===== src/rtl/trachtenberg_sched_pkg.sv =====
// Shared constants and state encoding for the Trachtenberg multiplier scheduler.
package trachtenberg_pkg;

    localparam int W           = 5;
    localparam int LAT_DEFAULT = 10;
    localparam int PROD_W      = 2 * W;

    typedef enum logic [1:0] {
        IDLE = 2'd0,
        WAIT = 2'd1,
        DONE = 2'd2
    } state_t;

endpackage


===== src/rtl/trachtenberg_sched_rr_pick.sv =====
// Combinational round-robin picker: first requester at or above ptr, with wrap.
module rr_pick #(
    parameter int  NREQ = 4,
    localparam int IW   = $clog2(NREQ)
) (
    input  logic [NREQ-1:0] req,
    input  logic [IW-1:0]   ptr,
    output logic [NREQ-1:0] gnt,
    output logic [IW-1:0]   idx,
    output logic            any
);

    logic [NREQ-1:0] rot;
    logic [IW-1:0]   off;
    logic [IW:0]     sum;

    always_comb begin
        // rotate so that bit 0 is the client at ptr; lowest set bit is the winner
        rot = NREQ'({req, req} >> ptr);
        off = '0;
        for (int i = NREQ - 1; i >= 0; i--) begin
            if (rot[i]) off = IW'(i);
        end
        sum = {1'b0, ptr} + {1'b0, off};
        if (sum >= (IW + 1)'(NREQ)) sum = sum - (IW + 1)'(NREQ);
        idx = sum[IW-1:0];
        any = |req;
        gnt = any ? (NREQ'(1) << idx) : '0;
    end

endmodule


===== src/rtl/trachtenberg_sched.sv =====
// Round-robin scheduler sharing one non-pipelined multiplier core between NREQ clients.
module trachtenberg_sched
    import trachtenberg_pkg::*;
#(
    parameter int  NREQ = 4,
    parameter int  W    = trachtenberg_pkg::W,
    parameter int  LAT  = LAT_DEFAULT,
    localparam int IW   = $clog2(NREQ),
    localparam int CW   = $clog2(LAT + 1)
) (
    input  logic              iclk,
    input  logic              irst_n,
    input  logic [NREQ-1:0]   ireq,
    input  logic [NREQ*W-1:0] ia,
    input  logic [NREQ*W-1:0] ib,
    output logic [NREQ-1:0]   ogrant,
    output logic              obusy,
    output logic [2*W-1:0]    ores,
    output logic [IW-1:0]     oid,
    output logic              ovalid,
    output logic              ocore_start,
    output logic [W-1:0]      ocore_a,
    output logic [W-1:0]      ocore_b,
    input  logic [2*W-1:0]    icore_res
);

    state_t          state;
    logic [IW-1:0]   ptr;
    logic [IW-1:0]   cur_id;
    logic [CW-1:0]   cnt;
    logic [NREQ-1:0] pk_gnt;
    logic [IW-1:0]   pk_idx;
    logic            pk_any;
    logic [W-1:0]    win_a;
    logic [W-1:0]    win_b;

    rr_pick #(.NREQ(NREQ)) u_pick (
        .req (ireq),
        .ptr (ptr),
        .gnt (pk_gnt),
        .idx (pk_idx),
        .any (pk_any)
    );

    always_comb begin
        win_a = '0;
        win_b = '0;
        for (int k = 0; k < NREQ; k++) begin
            if (pk_gnt[k]) begin
                win_a = win_a | ia[k*W +: W];
                win_b = win_b | ib[k*W +: W];
            end
        end
    end

    always_ff @(posedge iclk or negedge irst_n) begin
        if (!irst_n) begin
            state       <= IDLE;
            ptr         <= '0;
            cur_id      <= '0;
            cnt         <= '0;
            ogrant      <= '0;
            obusy       <= 1'b0;
            ores        <= '0;
            oid         <= '0;
            ovalid      <= 1'b0;
            ocore_start <= 1'b0;
            ocore_a     <= '0;
            ocore_b     <= '0;
        end else begin
            ogrant      <= '0;
            ocore_start <= 1'b0;
            ovalid      <= 1'b0;
            case (state)
                WAIT: begin
                    // cnt holds while start is out, so capture lands LAT edges after the core samples it
                    if (!ocore_start) begin
                        if (cnt == CW'(1)) begin
                            ores  <= icore_res;
                            oid   <= cur_id;
                            ovalid <= 1'b1;
                            obusy <= 1'b0;
                            state <= DONE;
                        end
                        cnt <= cnt - 1'b1;
                    end
                end
                default: begin
                    if (pk_any) begin
                        ocore_a     <= win_a;
                        ocore_b     <= win_b;
                        ocore_start <= 1'b1;
                        ogrant      <= pk_gnt;
                        cur_id      <= pk_idx;
                        ptr         <= (pk_idx == IW'(NREQ - 1)) ? '0 : pk_idx + 1'b1;
                        cnt         <= CW'(LAT);
                        obusy       <= 1'b1;
                        state       <= WAIT;
                    end else begin
                        obusy <= 1'b0;
                        state <= IDLE;
                    end
                end
            endcase
        end
    end

endmodule


===== config.mk =====
export PLATFORM = sky130hd
export DESIGN_NAME = trachtenberg_sched
export DESIGN_NICKNAME = d
export VERILOG_FILES = /design/src/rtl/trachtenberg_sched_pkg.sv /design/src/rtl/trachtenberg_sched_rr_pick.sv /design/src/rtl/trachtenberg_sched.sv
export SDC_FILE = /design/constraint.sdc
export NUM_CORES = 1
export LEC_CHECK = 0
export BUFFER_PORTS_ARGS = -buffer_cell sky130_fd_sc_hd__buf_4
export CAP_MARGIN = 20
export CORE_MARGIN = 3
export CORE_UTILIZATION = 45
export DETAILED_ROUTE_END_ITERATION = 6
export GPL_ROUTABILITY_DRIVEN = 0
export HOLD_SLACK_MARGIN = 0.15
export PLACE_DENSITY_LB_ADDON = 0.2
export SLEW_MARGIN = 0
export SYNTH_ARGS = -nofsm -noshare
export SYNTH_HDL_FRONTEND = slang
export SYNTH_SLANG_ARGS = --single-unit
export TNS_END_PERCENT = 5

===== constraint.sdc =====
create_clock -name iclk -period 3.4 [get_ports iclk]
set_input_delay 0.17 -clock iclk [delete_from_list [all_inputs] [get_ports iclk]]
set_output_delay 0.17 -clock iclk [all_outputs]
set_load 0.01 [all_outputs]

---- Word level (Yosys, flattened, before mapping) ----
Cells that the tools add are included.
storage, ports and cells
  register bits after elaboration ......... 39
  input bits .............................. 56
  output and inout port bits .............. 29
  logic and storage cells ................. 70
operators by class
  $add $sub $neg .......................... 4
  order comparisons ....................... 1
  equal/unequal tests ..................... 5
  shift-type cells ........................ 2
  muxes and demuxes ....................... 32
  bitwise gates (word level) .............. 8
  reduce and logical (&&, ||, !) cells .... 6
operator list
  cell                   number
  $mux W5                8
  $or A5 B5 Y5           6
  $mux W4                6
  $mux W2                9
  $mux W1                9
  $shr A8 B2 Y4          1
  $reduce_and A2 Y1      3
  $eq A4 B1 Y1 const B   1
  $ne A2 B2 Y1 const B   2
  $reduce_or A4 Y1       1
  $shl A1 B2 Y4 const A  1
  $sub A4 B1 Y4 const B  1
  $add A2 B2 Y3          1
  $ge A3 B3 Y1 const B   1
  $reduce_and A3 Y1      1
  $add A2 B1 Y2 const B  1
  $eq A2 B1 Y1 const B   1
  $eq A2 B2 Y1 const B   1
  $not A1 Y1             2
  $reduce_bool A2 Y1     1
  $sub A2 B1 Y2 const B  1

---- Depth between registers and ports, before layout ----
Gate-level depths: netlist of the first run.
  depth in word-level cells ............... 17
  depth in mapped cells ................... 14

---- By module ----
Synthesis of the first run repeated with hierarchy kept, for this count alone.
second synthesis, totals
  cells, all modules ...................... 176
  area total of the unflattened synthesis .. 1971.9 µm²
by module, submodules not included
  module              times used  cells each  area each (µm²)  sequential area each (µm²)
  trachtenberg_sched  1           138         1706.6           950.9
  rr_pick             1           38          265.3            0.0

---- Least setup slack after synthesis of the first run ----
No wires, ideal clock.
  kind .................................... reg-to-reg
  start ................................... register ptr[1]
  end ..................................... register ocore_a[1]
  library setup time ...................... 0.141 ns
  arrival time ............................ 2.753 ns
  required time ........................... 3.259 ns
  path slack .............................. 0.506 ns
  cell stages (with the launch flop) ...... 15
  path buffers ............................ 2
  period minus slack after synthesis ...... 2.894 ns
  cells stage by stage .................... dfrtp_1 buf_2 nand2b_1 a21oi_1 o211ai_1 o21a_1 ha_1 xnor2_1 or4_1 and2_1 ha_1 nor2b_1 buf_1 a22oi_1 a31oi_1
between the ends
  cells in the longest elaborated chain, start to end .. 17
RTL lines
  item                                                  line                              text
  start: declaration                                    trachtenberg_sched.sv:28          logic [IW-1:0] ptr;
  start signal: assignment                              trachtenberg_sched.sv:95          ptr <= (pk_idx == IW'(NREQ - 1)) ? '0 : pk_idx + 1'b1;
  $shr A8 B2 Y4                                         trachtenberg_sched_rr_pick.sv:19  rot = NREQ'({req, req} >> ptr);
  $mux W2 (4 in a row)                                  trachtenberg_sched_rr_pick.sv:22  if (rot[i]) off = IW'(i);
  $add A2 B2 Y3 *                                       trachtenberg_sched_rr_pick.sv:24  sum = {1'b0, ptr} + {1'b0, off};
  $ge A3 B3 Y1 / $sub A2 B1 Y2 (equally long branches)  trachtenberg_sched_rr_pick.sv:25  if (sum >= (IW + 1)'(NREQ)) sum = sum - (IW + 1)'(NREQ);
  $mux W2 *                                             trachtenberg_sched_rr_pick.sv:25
  $shl A1 B2 Y4 *                                       trachtenberg_sched_rr_pick.sv:28  gnt = any ? (NREQ'(1) << idx) : '0;
  $mux W4 *                                             trachtenberg_sched_rr_pick.sv:28
  $mux W5                                               trachtenberg_sched.sv:49          if (pk_gnt[k]) begin
  $or A5 B5 Y5                                          trachtenberg_sched.sv:50          win_a = win_a | ia[k*W +: W];
  $mux W5                                               trachtenberg_sched.sv:49
  $or A5 B5 Y5                                          trachtenberg_sched.sv:50
  $mux W5                                               trachtenberg_sched.sv:49
  $or A5 B5 Y5                                          trachtenberg_sched.sv:50
  $mux W5 *                                             trachtenberg_sched.sv:49
  end signal: assignment                                trachtenberg_sched.sv:90          ocore_a <= win_a;
  end: declaration                                      trachtenberg_sched.sv:22          output logic [W-1:0] ocore_a,
Every way passes the cells marked *; elsewhere a longest branch is shown, timed or not.
A chain may end at the register's enable or synchronous reset.

---- Worst setup path after layout of the first run ----
  start ................................... register ptr[1]
  end ..................................... register ocore_b[2]
between the ends
  cells in the longest elaborated chain, start to end .. 17
RTL lines
  item                                                  line                              text
  $shr A8 B2 Y4                                         trachtenberg_sched_rr_pick.sv:19
  $mux W2 (4 in a row)                                  trachtenberg_sched_rr_pick.sv:22
  $add A2 B2 Y3 *                                       trachtenberg_sched_rr_pick.sv:24
  $ge A3 B3 Y1 / $sub A2 B1 Y2 (equally long branches)  trachtenberg_sched_rr_pick.sv:25
  $mux W2 *                                             trachtenberg_sched_rr_pick.sv:25
  $shl A1 B2 Y4 *                                       trachtenberg_sched_rr_pick.sv:28
  $mux W4 *                                             trachtenberg_sched_rr_pick.sv:28
  $mux W5                                               trachtenberg_sched.sv:49
  $or A5 B5 Y5                                          trachtenberg_sched.sv:51          win_b = win_b | ib[k*W +: W];
  $mux W5                                               trachtenberg_sched.sv:49
  $or A5 B5 Y5                                          trachtenberg_sched.sv:51
  $mux W5                                               trachtenberg_sched.sv:49
  $or A5 B5 Y5                                          trachtenberg_sched.sv:51
  $mux W5 *                                             trachtenberg_sched.sv:49
  end signal: assignment                                trachtenberg_sched.sv:91          ocore_b <= win_b;
  end: declaration                                      trachtenberg_sched.sv:23          output logic [W-1:0] ocore_b,
Marks and branches as above.

==> results of run 1 <==
[cells by family (layout without fill, tap and decap cells)]
kind of cell	after synthesis	after routing	share of synthesized area
compound gates	46	46	0.1655
xor+xnor	2	2	0.009230
fa+ha+maj	7	7	0.04614
buf+inv	15	108	0.03955
flops	38	38	0.5010
mux	14	14	0.08174
simple gates	50	50	0.1569
[worst max-delay path, cell delays in order (launching register included)]
cell	delay (ns)
dfrtp_1	0.48
nand2b_1	0.19
a21oi_1	0.14
o211ai_1	0.09
o21a_1	0.12
ha_1	0.19
xnor2_1	0.15
or4_1	0.58
and2_1	0.20
ha_1	0.18
nor2b_1	0.25
a22oi_1	0.24
a31oi_1	0.10
[worst paths after layout]
| kind | from | to | slack [ns] | cells past startpoint |
|---|---|---|---|---|
| worst max register to register | ptr[1] | ocore_b[2] | 0.33 | 12 |
| max in group asynchronous | irst_n | ptr[1] | 2.69 | 2 |
| worst min-delay path | ib[9] | ocore_b[4] | 0.19 | 3 |
| worst min register to register | cur_id[0] | cur_id[0] | 0.48 | 2 |
| worst max-delay path | ptr[1] | ocore_b[2] | 0.33 | 12 |
| min in group asynchronous | irst_n | ocore_b[1] | 0.38 | 2 |
[flip-flops by register name (all words and copies together) (netlist names)]
register / count
ptr: 2
oid: 2
ocore_b: 5
ogrant: 4
cnt: 4
cur_id: 2
ocore_a: 5
ores: 10
state: 2
ocore_start: 1
ovalid: 1
[final cells by class]
type | count | area [sq um] | share of cell area
multi-input cells | 119 | 872.1 | 0.3191
inverters | 4 | 15.01 | 0.005495
well taps | 48 | 60.06 | 0.02198
clock inverters | 2 | 10.01 | 0.003663
flip-flops and latches | 38 | 950.9 | 0.3480
repair buffers | 97 | 755.7 | 0.2766
clock buffers | 5 | 68.82 | 0.02518
[per-stage QoR]
stage | power [mW] | instances | hold slack (ns)
after floorplan | 1.733 | 172 | -0.1256
after global placement | 2.187 | 295 | 0.1615
after detailed placement | 2.213 | 295 | 0.1673
after CTS | 2.518 | 313 | 0.1919
after global routing | 2.730 | 313 | 0.1928
final | 2.508 | 313 | 0.1936
[routing by layer]
layer  track usage  vias to the layer above
met5             0                        -
met4       0.04593                        0
met1        0.2602                      778
met2        0.3193                       34
li1              -                      807
met3       0.05256                        6
[cells in the final DEF (no fill, tap or decap), types with 3 or more instances in the layout]
master,n
buf_4,86
dfrtp_1,38
a22oi_1,20
nor2_1,13
mux2_2,12
a31oi_1,11
dlygate4sd3_1,11
nand2_1,10
ha_1,7
nor2b_1,5
a21oi_1,5
and2_1,5
clkbuf_8,5
inv_1,4
nand2b_1,4
or3b_2,3
o21ai_0,3
[report_power, final]
part	switching (mW)	internal (mW)	leakage, nW
logic	0.715	0.690	0.790
clock network	0.156	0.138	0.0438
registers	0.143	0.666	0.455
total	1.01	1.49	1.29
[repair_timing]
item	CTS	global route
setup buffers	0	0
hold buffers	11	0
endpoints found under the hold margin	48	0
setup endpoints to repair	0	0
gates resized for setup	0	0
==> results.py, run 1 <==
metrics = {
    "run_status": {
        "status": "complete, no violations",
    },
    "detailed_routing": {
        "top_layer": "met4",
        "vias": 1625,
        "wl_per_cell_um": 15.31,
        "wl_met1_um": 2018,
        "route.detailed.drc": 0,
        "met3WireLength_um": 201,
        "post_drt_via_cell_ratio": 5.192,
        "met2_length_um": 2505,
        "wl_um": 4793,
        "drt_pass1_iterations": 4,
        "drt_iter0_markers": 142,
        "ant_nets": 0,
    },
    "timing": {
        "skew_ns": 0.009591,
        "finalHoldViolations": 0,
        "timing.slew.headroom": 0.4211,
        "maxClockFrequency_ghz": 0.3260,
        "tightest_slew_ns": 0.8646,
        "setup_slack_ns": 0.3327,
        "rsz0062_at_grt": "no",
        "period_share": 0.9022,
        "drv_slew": 0,
        "setup-tns-final_ns": 0,
        "min_period_ns": 3.067,
        "setup_viol": 0,
    },
    "synthesis": {
        "avgSynthCellArea_sq_um": 11.04,
        "syn-num-nets": 235,
        "synthFlopType": "dfrtp_1",
        "synth_top_cell_area_share": 0.5010,
        "synth_area_sq_um": 1898,
        "ys_ff_latch": 38,
        "synth_top_cell_by_area": "dfrtp_1",
        "synth.distinct_cells": 36,
        "synth_area_leaders": "dfrtp_1 (50%), a22oi_1 (7.9%), mux2_2 (7.1%), ha_1 (4.6%), a31oi_1 (3.6%)",
        "async_reset_ff_frac": 1.000,
        "synth_most_common_cell": "dfrtp_1",
        "synthTopCellsByCount": "dfrtp_1 (38), a22oi_1 (20), nor2_1 (13)",
        "yosysSeqAreaShare": 0.5010,
        "yosys_warnings": 0,
        "synth_edf_count": 0,
        "syn_inst": 172,
    },
    "power_and_ir_drop": {
        "p_leak_nw": 1.289,
        "powerDensity_nw_per_um2": 917.8,
        "peakVddDrop_v": 0.0006979,
    },
    "die": {
        "dieArea_sq_um": 5033,
        "pin_count": 85,
        "fp.dieH_um": 70.95,
        "core_sq_um": 3854,
        "rows": 22,
        "start_util": 0.4925,
        "die_x_um": 70.95,
    },
    "setup_path": {
        "cp-end-kind": "register",
        "start_kind": "register",
        "path_max_fanout": 12,
        "arrival_ns": 3.21,
        "crit_required_ns": 3.54,
        "path_class": "reg2reg",
    },
    "placed_design": {
        "io_buffers": 84,
        "dpl_cell_area_sq_um": 2544,
        "dp_hpwl_um": 3335,
        "dp_slack_ns": 0.3282,
    },
    "clocking": {
        "htreeDepth": 2,
        "cts_buffers": 5,
        "clkSinkCount": 38,
        "cts-root-buf": "clkbuf_8",
        "cts.path.max_buffers": 2,
        "cts_tree": "built",
        "insertion_delay_ns": 0.29,
        "clk_pin_slew_ns": 0.08,
    },
    "global_route": {
        "antenna_found_initial": 0,
        "grt_pass1_vias": 1562,
        "grt_max_degree": 39,
        "overflow": 0,
        "grt_usage": 0.1955,
        "grt_pass1_wl_um": 7652,
    },
    "final_layout": {
        "fillers": 300,
        "syn_to_final_growth_pct": 43.97,
        "antenna_cells": 0,
        "final_area_sq_um": 2733,
        "drive_gt1_frac": 0.4189,
        "final_util": 0.7091,
        "fin_nets": 328,
    },
    "min_path": {
        "min_path_type": "in2reg",
    },
    "job": {
        "drv_cap": 0,
    },
}
Power figures use the tool's default switching activity.
==> inputs of run 2 (changes only) <==
Settings changed: GPL_TIMING_DRIVEN set to 0.
==> results.py, run 2 (same netlist as run 1, synthesis figures left out) <==
metrics = {
    "final_layout": {
        "top_register": "ores",
        "final_common_cell": "buf_4",
        "drive_gt1_frac": 0.4270,
        "largest_reg_flops": 10,
        "layout_common_cells": "buf_4 (84), dfrtp_1 (38), a22oi_1 (20), nor2_1 (13), mux2_2 (12)",
        "final_util": 0.7305,
        "fin_nets": 337,
        "fillers": 299,
        "final_cells": 322,
        "top_regs": "ores (10), ocore_a (5), ocore_b (5)",
        "syn_to_final_growth_pct": 48.32,
        "antenna_cells": 0,
    },
    "min_path": {
        "min_path_type": "in2reg",
    },
    "setup_path": {
        "arrival_ns": 3.33,
        "start_kind": "register",
        "crit_required_ns": 3.54,
        "cpMostUsedCell": "ha_1",
        "cp_slowest_stage_delay_ns": 0.57,
        "worstPathCellList": "buf_2 -> nand2b_1 -> a21oi_1 -> o211ai_1 -> o21a_1 -> ha_1 -> xnor2_1 -> or4_1 -> and2_1 -> ha_1 -> nor2b_1 -> clkbuf_2 -> a22oi_1 -> a31oi_1",
        "cp-end-kind": "register",
        "critical_path_buf_inv_count": 2,
        "path_class": "reg2reg",
        "path_max_fanout": 10,
        "reg2reg_slack_ns": 0.21,
        "cp_slowest_cell": "or4_1",
        "cp_top_family": "simple AND/OR/NAND/NOR gates",
    },
    "detailed_routing": {
        "drt_pass1_iterations": 4,
        "ant_nets": 0,
        "wl_um": 4994,
        "wl_per_cell_um": 15.51,
        "drt_iter0_markers": 77,
        "post_drt_via_cell_ratio": 5.339,
        "vias": 1719,
        "route.detailed.drc": 0,
    },
    "power_and_ir_drop": {
        "combPwrFrac": 0.558,
        "p_clk_frac": 0.143,
        "p_leak_nw": 1.334,
        "powerDensity_nw_per_um2": 954.1,
        "p_int_mw": 1.628,
        "pwr-share-seq": 0.298,
        "power.switching_mw": 1.058,
        "switching_share": 0.3940,
        "peakVddDrop_v": 0.0007493,
    },
    "run_status": {
        "status": "complete, no violations",
    },
    "die": {
        "dieArea_sq_um": 5033,
        "rows": 22,
        "die_x_um": 70.95,
        "pin_count": 85,
        "core_sq_um": 3854,
        "start_util": 0.4925,
        "fp.dieH_um": 70.95,
    },
    "placed_design": {
        "dp_hpwl_um": 3514,
        "place_inst": 304,
        "io_buffers": 84,
    },
    "clocking": {
        "post_cts_buffers": 0,
        "clkSinkCount": 38,
        "cts-root-buf": "clkbuf_8",
        "insertion_delay_ns": 0.28,
        "cts_buffers": 5,
        "cts.path.max_buffers": 2,
        "htreeDepth": 2,
        "cts_tree": "built",
        "clk_pin_slew_ns": 0.07,
    },
    "timing": {
        "setup_viol": 0,
        "drv_slew": 0,
        "timing.slew.headroom": 0.6229,
        "maxClockFrequency_ghz": 0.3133,
        "timing.hold.ws_ns": 0.2108,
        "tightest_slew_ns": 0.5656,
        "finalHoldViolations": 0,
        "period_share": 0.9388,
        "rsz0062_at_grt": "no",
        "setup-tns-final_ns": 0,
        "min_period_ns": 3.192,
        "skew_ns": 0.006625,
    },
    "job": {
        "drv_cap": 0,
    },
    "global_route": {
        "antenna_found_initial": 0,
        "overflow": 0,
        "grt_max_degree": 39,
        "grt_pass1_wl_um": 8010,
        "grt_pass1_vias": 1670,
        "grt_usage": 0.2010,
    },
}
## run 2: cell count changes in the layout (fill, tap and decap cells not counted)
| cell | change |
|---|---|
| clkbuf_2 | +4 |
| clkinv_2 | -2 |
| clkbuf_8 | +1 |
| buf_4 | -2 |
| clkbuf_1 | +3 |
| bufinv_16 | +1 |
| buf_2 | +2 |
| buf_6 | +2 |
## run 2: power groups by stage
stage	registers [mW]	logic [mW]	clock network (mW)
floorplan	0.861	0.872	0
detailed placement	0.806	1.47	0
finish	0.802	1.50	0.384
CTS	0.799	1.49	0.389
global placement	0.797	1.45	0
global route	0.832	1.64	0.409
## run 2: final cells by class
cell class                      count  area (sq um)  area share
Timing Repair Buffer               95         740.7      0.2631
Inverter                            4         15.01    0.005333
Sequential cell                    38         950.9      0.3378
Multi-Input combinational cell    119         872.1      0.3098
Clock inverter                      1         30.03     0.01067
Tap cell                           48         60.06     0.02133
Clock buffer                        6         82.58     0.02933
Buffer                             11         63.81     0.02267
## run 2: timing repair
item | 4_1_cts | 5_1_grt
hold buffers | 11 | 0
gates resized for setup | 0 | 3
setup endpoints to repair | 0 | 6
hold endpoints to repair | 48 | 0
## run 2: through the flow
| stage | worst slack (ns) | power [mW] | cell area [sq um] |
|---|---|---|---|
| global placement | 0.1846 | 2.243 | 2589 |
| floorplan | 0.5061 | 1.733 | 1898 |
| finish | 0.2080 | 2.686 | 2815 |
| detailed placement | 0.1655 | 2.274 | 2589 |
| CTS | 0.1522 | 2.679 | 2811 |
| global route | 0.04654 | 2.882 | 2815 |
## run 2: final timing paths
path | end | from | cells after the start
setup / recovery | ocore_b[4] | ptr[1] | 14
hold / removal | ocore_b[0] | ib[15] | 3
setup reg to reg | ocore_b[4] | ptr[1] | 14
hold reg to reg | cur_id[0] | cur_id[0] | 2
max in group asynchronous | ptr[1] | irst_n | 2
min in group asynchronous | ores[2] | irst_n | 2
## run 2: worst min-delay path, delay by kind of cell
family	cells	cell delay, ns
compound gates	2	0.20
buf+inv	1	0.08
## run 2: per-layer routing
layer / wire, um / track usage
met4: 51 / 0.05428
met3: 199 / 0.03693
met1: 2129 / 0.2655
met5: 0 / 0
met2: 2614 / 0.3399
==> inputs of run 3 (changes only) <==
Settings changed: HOLD_SLACK_MARGIN 0.15 to not set, PLACE_DENSITY set to 0.8, PLACE_DENSITY_LB_ADDON 0.2 to not set.
==> results.py, run 3 (same netlist as run 1, synthesis figures left out) <==
metrics = {
    "run_status": {
        "status": "complete, no violations",
    },
    "min_path": {
        "min_path_type": "in2reg",
        "hp-start": "icore_res[7]",
    },
    "clocking": {
        "cts-root-buf": "clkbuf_8",
        "htreeDepth": 2,
        "clkSinkCount": 38,
        "insertion_delay_ns": 0.28,
        "clk_pin_slew_ns": 0.07,
        "post_cts_buffers": 0,
        "cts_buffers": 5,
        "cts.path.max_buffers": 2,
        "cts_tree": "built",
    },
    "global_route": {
        "overflow": 0,
        "grt_pass1_wl_um": 7396,
        "grt_usage": 0.1829,
        "grt_max_degree": 39,
        "grt_pass1_vias": 1632,
        "antenna_found_initial": 0,
    },
    "die": {
        "start_util": 0.4925,
        "fp.dieH_um": 70.95,
        "dieArea_sq_um": 5033,
        "pin_count": 85,
        "core_sq_um": 3854,
        "die_x_um": 70.95,
        "rows": 22,
    },
    "detailed_routing": {
        "ant_nets": 0,
        "wl_um": 4472,
        "post_drt_via_cell_ratio": 5.351,
        "drt_pass1_iterations": 5,
        "route.detailed.drc": 0,
        "drt_iter0_markers": 60,
        "vias": 1675,
        "wl_per_cell_um": 14.29,
    },
    "timing": {
        "timing.slew.headroom": 0.6718,
        "skew_ns": 0.004090,
        "setup-tns-final_ns": 0,
        "drv_slew": 0,
        "rsz0062_at_grt": "no",
        "finalHoldViolations": 0,
        "maxClockFrequency_ghz": 0.3094,
        "min_period_ns": 3.232,
        "tightest_slew_ns": 0.4883,
        "setup_viol": 0,
        "period_share": 0.9506,
    },
    "setup_path": {
        "path_max_fanout": 10,
        "path_class": "reg2reg",
        "reg2reg_to": "ocore_b[2]",
        "worstSetupEndpoint": "ocore_b[2]",
        "r2r-start": "ptr[1]",
        "reg2reg_slack_ns": 0.17,
        "start_kind": "register",
        "cp-startpoint": "ptr[1]",
        "r2r_cells": 14,
        "crit_required_ns": 3.54,
        "arrival_ns": 3.37,
        "cp-end-kind": "register",
    },
    "power_and_ir_drop": {
        "powerDensity_nw_per_um2": 954.1,
        "p_leak_nw": 1.279,
        "peakVddDrop_v": 0.0005690,
    },
    "final_layout": {
        "final_common_cell": "buf_4",
        "top_regs": "ores (10), ocore_a (5), ocore_b (5)",
        "fin_nets": 327,
        "final_util": 0.6997,
        "syn_to_final_growth_pct": 42.06,
        "top_register": "ores",
        "fillers": 304,
        "antenna_cells": 0,
        "final_area_sq_um": 2696,
        "drive_gt1_frac": 0.4415,
        "layout_common_cells": "buf_4 (84), dfrtp_1 (38), a22oi_1 (20), nor2_1 (13), mux2_2 (12)",
        "largest_reg_flops": 10,
    },
    "placed_design": {
        "dp_hpwl_um": 3395,
        "io_buffers": 84,
        "dpl_cell_area_sq_um": 2589,
    },
    "job": {
        "drv_cap": 0,
    },
}
## run 3: cell count changes in the layout (fill, tap and decap cells not counted)
cell | previous run | this run
dlygate4sd3_1 | 11 | 1
clkinv_2 | 0 | 1
clkinvlp_4 | 0 | 1
bufinv_16 | 1 | 0
buf_1 | 0 | 1
clkbuf_2 | 4 | 3
## run 3: report_power, final
group          leakage, nW  internal (mW)  switching [mW]
logic                0.777          0.713           0.754
clock network       0.0472          0.163           0.152
registers            0.455          0.666           0.125
total                 1.28           1.54            1.03
## run 3: area by class of cell
cell class | instances | area [sq um] | share of cell area
Tap cell | 48 | 60.06 | 0.02227
Inverter | 4 | 15.01 | 0.005568
Clock inverter | 2 | 12.51 | 0.004640
Multi-Input combinational cell | 119 | 872.1 | 0.3234
Buffer | 11 | 62.56 | 0.02320
Sequential cell | 38 | 950.9 | 0.3527
Timing Repair Buffer | 85 | 640.6 | 0.2376
Clock buffer | 6 | 82.58 | 0.03063
## run 3: layer usage
| layer | up-vias | wire [um] | global-route usage |
|---|---|---|---|
| li1 | 811 | - | - |
| met1 | 789 | 1875 | 0.2303 |
| met2 | 69 | 2207 | 0.3151 |
| met3 | 6 | 356 | 0.04545 |
| met4 | 0 | 33 | 0.04593 |
| met5 | - | 0 | 0 |
## run 3: through the flow
stage	instances	setup WS [ns]	power, mW	hold slack [ns]
detailed placement	304	0.1727	2.271	0.1597
global placement	304	0.1972	2.231	0.1632
finish	313	0.1678	2.573	0.1156
global route	313	0.001226	2.803	0.1036
CTS	313	0.1392	2.595	0.1067
floorplan	172	0.5061	1.733	-0.1256
## run 3: worst max-delay path, cell delays in order, from the launching register on
cell and delay (ns):
dfrtp_1 0.38, buf_2 0.18, nand2b_1 0.15, a21oi_1 0.13
o211ai_1 0.09, o21a_1 0.13, ha_1 0.18, xnor2_1 0.13
or4_1 0.56, and2_1 0.22, ha_1 0.18, nor2b_1 0.12
buf_1 0.26, a22oi_1 0.26, a31oi_1 0.11
## run 3: how the worst min path moves through the flow
stage / to / slack [ns] / depth (start not counted)
floorplan: cnt[0] / -0.13 / 0
global placement: ores[5] / 0.16 / 1
detailed placement: ores[5] / 0.16 / 1
CTS: ores[7] / 0.11 / 2
global route: ores[3] / 0.10 / 2
finish: ores[7] / 0.12 / 2
## run 3: what timing repair did
item,4_1_cts,5_1_grt
hold buffers,1,0
hold endpoints to repair,38,0
gates resized for setup,0,2
setup endpoints to repair,0,10
